File: config.mk
export PLATFORM = sky130hd
export DESIGN_NAME = rptr_empty
export DESIGN_NICKNAME = d
export VERILOG_FILES = /design/src/rtl/rptr_empty_pkg.sv /design/src/rtl/rptr_empty_sync_w2r.sv /design/src/rtl/rptr_empty.sv
export SDC_FILE = /design/constraint.sdc
export NUM_CORES = 1
export LEC_CHECK = 0
export ABC_CLOCK_PERIOD_IN_PS = 5500
export CAP_MARGIN = 15
export CORE_MARGIN = 2
export CORE_UTILIZATION = 52
export CTS_CLUSTER_DIAMETER = 120
export DETAILED_ROUTE_END_ITERATION = 8
export HOLD_SLACK_MARGIN = 0.1
export PLACE_DENSITY = 0.9
export SYNTH_ARGS = -nofsm -noshare
export SYNTH_HDL_FRONTEND = slang
export SYNTH_SLANG_ARGS = --single-unit
File: constraint.sdc
create_clock -name i_rclk -period 5.5 [get_ports i_rclk]
set_input_delay 1.1 -clock i_rclk [delete_from_list [all_inputs] [get_ports i_rclk]]
set_output_delay 1.1 -clock i_rclk [all_outputs]
set_load 0.01 [all_outputs]
File: src/rtl/rptr_empty_pkg.sv
// rptr_empty_pkg: Gray/binary pointer helpers shared by both FIFO pointer blocks
package rptr_empty_pkg;
    typedef logic [1:0] quad_t;
    function automatic logic [31:0] bin2gray(input logic [31:0] b);
        return b ^ (b >> 1);
    endfunction
    function automatic logic [31:0] gray2bin(input logic [31:0] g);
        logic [31:0] b;
        b = g;
        for (int i = 1; i < 32; i++) b = b ^ (g >> i);
        return b;
    endfunction
endpackage

File: src/rtl/rptr_empty_sync_w2r.sv
// rptr_empty_sync_w2r: multi-stage synchronizer carrying the write Gray pointer into the read clock
module rptr_empty_sync_w2r #(
    parameter int ASIZE       = 4,
    parameter int SYNC_STAGES = 2
) (
    input  logic             i_rclk,
    input  logic             i_rrst,
    input  logic [ASIZE-1:0] i_d,
    output logic [ASIZE-1:0] o_q
);
    logic [ASIZE-1:0] r_q [SYNC_STAGES];
    always_ff @(posedge i_rclk) begin
        if (i_rrst) begin
            r_q <= '{default: '0};
        end else begin
            r_q[0] <= i_d;
            for (int i = 1; i < SYNC_STAGES; i++) r_q[i] <= r_q[i-1];
        end
    end
    assign o_q = r_q[SYNC_STAGES-1];
endmodule

File: src/rtl/rptr_empty.sv
// rptr_empty: read pointer, empty/almost-empty flags and occupancy for the async FIFO read domain
module rptr_empty
    import rptr_empty_pkg::*;
#(
    parameter int ASIZE       = 4,
    parameter int AE_THRESH   = 1,
    parameter int SYNC_STAGES = 2
) (
    input  logic             i_rclk,
    input  logic             i_rrst,
    input  logic             i_rinc,
    input  logic [ASIZE-1:0] i_wptr,
    output logic [ASIZE-1:0] o_raddr,
    output logic [ASIZE-1:0] o_rptr,
    output logic             o_rempty,
    output logic             o_raempty,
    output logic [ASIZE:0]   o_rlevel
);
    localparam int DEPTH = 1 << ASIZE;
    logic [ASIZE-1:0] w_rq_wptr, w_rq_wbin, w_rbnext, w_rgnext, w_diff, r_rbin, r_rptr;
    logic [ASIZE:0]   w_lvl_next, r_rlevel;
    logic             w_pop, w_dir_next, r_dir, r_rempty, r_raempty;
    quad_t            w_rq, w_wq;
    rptr_empty_sync_w2r #(.ASIZE(ASIZE), .SYNC_STAGES(SYNC_STAGES)) u_sync (
        .i_rclk (i_rclk),
        .i_rrst (i_rrst),
        .i_d    (i_wptr),
        .o_q    (w_rq_wptr)
    );
    always_comb begin
        w_rq_wbin  = ASIZE'(gray2bin(32'(w_rq_wptr)));
        w_pop      = i_rinc & ~r_rempty;
        w_rbnext   = r_rbin + {{(ASIZE-1){1'b0}}, w_pop};
        w_rgnext   = ASIZE'(bin2gray(32'(w_rbnext)));
        w_rq       = w_rbnext[ASIZE-1:ASIZE-2];
        w_wq       = w_rq_wbin[ASIZE-1:ASIZE-2];
        w_dir_next = (w_wq == w_rq - 2'd1) ? 1'b1 : (w_wq == w_rq + 2'd1) ? 1'b0 : r_dir;
        w_diff     = w_rq_wbin - w_rbnext;
        w_lvl_next = (w_diff == '0 && r_dir) ? (ASIZE+1)'(DEPTH) : {1'b0, w_diff};
    end
    always_ff @(posedge i_rclk) begin
        if (i_rrst) begin
            r_rbin    <= '0;
            r_rptr    <= '0;
            r_dir     <= 1'b0;
            r_rempty  <= 1'b1;
            r_raempty <= 1'b1;
            r_rlevel  <= '0;
        end else begin
            r_rbin    <= w_rbnext;
            r_rptr    <= w_rgnext;
            r_dir     <= w_dir_next;
            r_rempty  <= (w_diff == '0) && !r_dir;
            r_raempty <= w_lvl_next <= (ASIZE+1)'(AE_THRESH);
            r_rlevel  <= w_lvl_next;
        end
    end
    assign o_raddr   = r_rbin;
    assign o_rptr    = r_rptr;
    assign o_rempty  = r_rempty;
    assign o_raempty = r_raempty;
    assign o_rlevel  = r_rlevel;
endmodule

==> results.py <==
metrics = {
    "timing": {
        "fin_tns_setup_ns": 0,
        "fin_crit_ns": 3.35,
        "tightestPinTransition_ns": 0.728,
        "hold_viol_final": 0,
        "slew_headroom_pct": 51.3,
        "period_share_pct": 60.9,
        "final_max_slew_viol_count": 0,
        "rsz0062_at_grt": "no",
        "finalSetupViolCount": 0,
        "max_freq_ghz": 0.298,
        "skew_ns": 0.000760,
    },
    "place": {
        "place_hpwl_mm": 1.31,
        "gp_congestion": 0.750,
        "portBuffers": 21,
    },
    "die": {
        "die-area_mm2": 0.00234,
        "die_x_um": 48.4,
        "die_h_um": 48.4,
        "pin_count": 22,
        "rows": 16,
        "coreArea_mm2": 0.00190,
        "start_util_pct": 53.8,
    },
    "worst_setup_path": {
        "reg2regPathDepth": 10,
        "worstSetupStartpointType": "input port",
        "critical_path_class": "input port to register",
        "critPathArrivalTime_ns": 3.56,
        "rr_endpoint": "o_raempty",
        "worst_ep_required_time_ns": 5.71,
        "path_max_fanout": 6,
        "endpoint_kind": "register",
        "regToRegSetupSlack_ns": 2.56,
        "timing.rr.start": "u_sync.o_q[3]",
    },
    "logic_synthesis": {
        "synth_area_leaders": "dfxtp_1, nor2b_1, ha_1",
        "yosysMostFrequentCell": "dfxtp_1",
        "mappedNetlistArea_mm2": 0.00102,
        "ys_async_sr_fraction_pct": 0,
        "synth_top_area_share_pct": 45.0,
        "synth_edf_count": 0,
        "yosys_warnings": 0,
        "synth-seq-cells": 23,
        "yosys_most_used_dff": "dfxtp_1",
        "ys_seq_area_share_pct": 45.0,
        "syn_area_per_cell_um2": 10.0,
        "syn_nets": 114,
        "synth.largest_area_cell": "dfxtp_1",
        "netlist_instances": 102,
        "synth_cell_types": 31,
        "ys_top_cells_by_count": "dfxtp_1, nor2_1, nor2b_1",
    },
    "layout": {
        "final_core_util_pct": 66.8,
        "insertedDiodeCount": 0,
        "drive_above_1_share_pct": 7.32,
        "syn2layout_area_growth_pct": 24.2,
        "nets": 136,
    },
    "hold_path": {
        "min_path_cells": 1,
        "hp-class": "register to register",
        "worstHoldEndpoint": "u_sync.o_q[2]",
        "min_from": "u_sync.r_q[6]",
    },
    "global_routing": {
        "grt_max_degree": 22,
        "antenna_found_initial": 0,
        "grt.total_usage_pct": 17.6,
        "grt_pass1_vias": 800,
        "grt_pass1_wl_mm": 3.22,
        "grt_overflow": 0,
    },
    "cts": {
        "htreeDepth": 1,
        "clk_latency_ns": 0.31,
        "hold_buffers": 0,
        "post-cts-setup-buffers": 0,
        "post_cts_resized": 0,
        "cts.clk_slew.worst_paths_ns": 0.12,
        "clock_path_buffers": 2,
        "cts_buffers": 3,
        "cts-root-buf": "clkbuf_4",
        "cts_tree": "done",
        "cts_num_sinks": 23,
    },
    "power": {
        "irDropWorstVdd_mv": 0.212,
        "power.leakage_uw": 0.000525,
        "p_per_area_mw_per_mm2": 310,
    },
    "run": {
        "maxCapViolations": 0,
    },
    "detailed_routing": {
        "drt_iter0_drc": 11,
        "first_pass_iters": 4,
        "vias_per_cell": 5.25,
        "dr_total_vias": 788,
        "avgRoutedWirePerCell_um": 11.7,
        "finalWirelength_mm": 1.75,
        "drc": 0,
        "ant_nets": 0,
    },
    "status": {
        "status": "finished clean",
    },
}
worst max-delay path, cell delays in order:
cell             delay [ns]
clkdlybuf4s50_1        0.44
nor2b_1                0.18
ha_1                   0.18
ha_1                   0.30
xor2_1                 0.20
ha_1                   0.21
nor2_1                 0.05
a221o_2                0.39
mux2i_1                0.16
o41ai_1                0.36
routing by layer:
| metal | vias to the layer above | GRT usage [%] | part of all wire (%) |
|---|---|---|---|
| met1 | 365 | 19.2 | 42 |
| met3 | 9 | 2.16 | 4.8 |
| met2 | 25 | 31.3 | 49 |
| li1 | 389 | - | - |
| met5 | - | 0 | 0 |
| met4 | 0 | 13.3 | 4.3 |
area by class of cell:
| cell class | instances | area, um2 |
|---|---|---|
| Clock buffer | 4 | 26.3 |
| Multi-Input combinational cell | 73 | 533 |
| Sequential cell | 23 | 460 |
| Tap cell | 27 | 33.8 |
| Timing Repair Buffer | 21 | 210 |
| Inverter | 2 | 7.51 |
| Fill cell | 153 | 631 |
placed cells by master (no fill, tap or decap):
cell	instances
or3b_2	1
xnor2_1	7
nor3_1	2
o311ai_1	1
a21o_1	1
inv_1	2
o32a_1	1
nand2_1	2
clkbuf_4	3
a21oi_1	3
a221oi_2	1
xor2_1	7
and2_1	1
clkbuf_1	1
and3_1	1
o41ai_1	2
dfxtp_1	23
nand3_1	2
mux2i_1	1
clkdlybuf4s50_1	21
nor2_1	14
o32ai_1	1
xnor2_2	1
and3b_1	1
a21oi_2	1
nor4_1	1
nor2b_1	12
o211a_1	1
o21a_1	1
a221o_2	1
ha_1	5
o22a_2	1
sequential cells by signal, indices dropped and copies added, names as in the netlist:
name and cells:
o_raddr 3, o_raempty 1, o_rempty 1, o_rlevel 5, o_rptr 4, r_dir 1, u_sync.o_q 4, u_sync.r_q 4
how the worst max path moves through the flow:
stage	start	to	slack [ns]	cells after the start
after floorplan	i_rinc	o_raempty	2.44	9
after global placement	i_rinc	o_raempty	1.97	10
after detailed placement	i_rinc	o_rempty	1.83	10
after CTS	i_rinc	o_raempty	2.14	10
after global routing	i_rinc	o_raempty	1.96	10
final	i_rinc	o_raempty	2.15	10
power breakdown:
group | switching [uW] | internal (uW)
sequential | 7.50 | 184
clock | 48.2 | 28.4
combinational | 57.9 | 67.9
metrics by stage:
stage	std cells	area [um2]	setup WS [ns]	hold WS [ns]	total power [uW]
4_1_cts	150	1270	2.14	0.449	398
5_1_grt	150	1270	1.96	0.467	420
2_1_floorplan	102	1020	2.44	0.414	276
6_report	150	1270	2.15	0.447	394
3_3_place_gp	146	1240	1.97	0.418	315
3_5_place_dp	146	1240	1.83	0.420	321
cells by family after synthesis:
kind of cell / after synthesis / synth area share (%)
flip-flops: 23 / 45.0
AND/OR/NAND/NOR: 37 / 18.7
XOR/XNOR: 15 / 13.6
adder cells (fa/ha/maj): 5 / 6.11
AO/OA/AOI/OAI: 15 / 12.7
multiplexers: 1 / 0.978
buffers and inverters: 6 / 2.93
No activity file was read; power rests on OpenSTA's default activity.
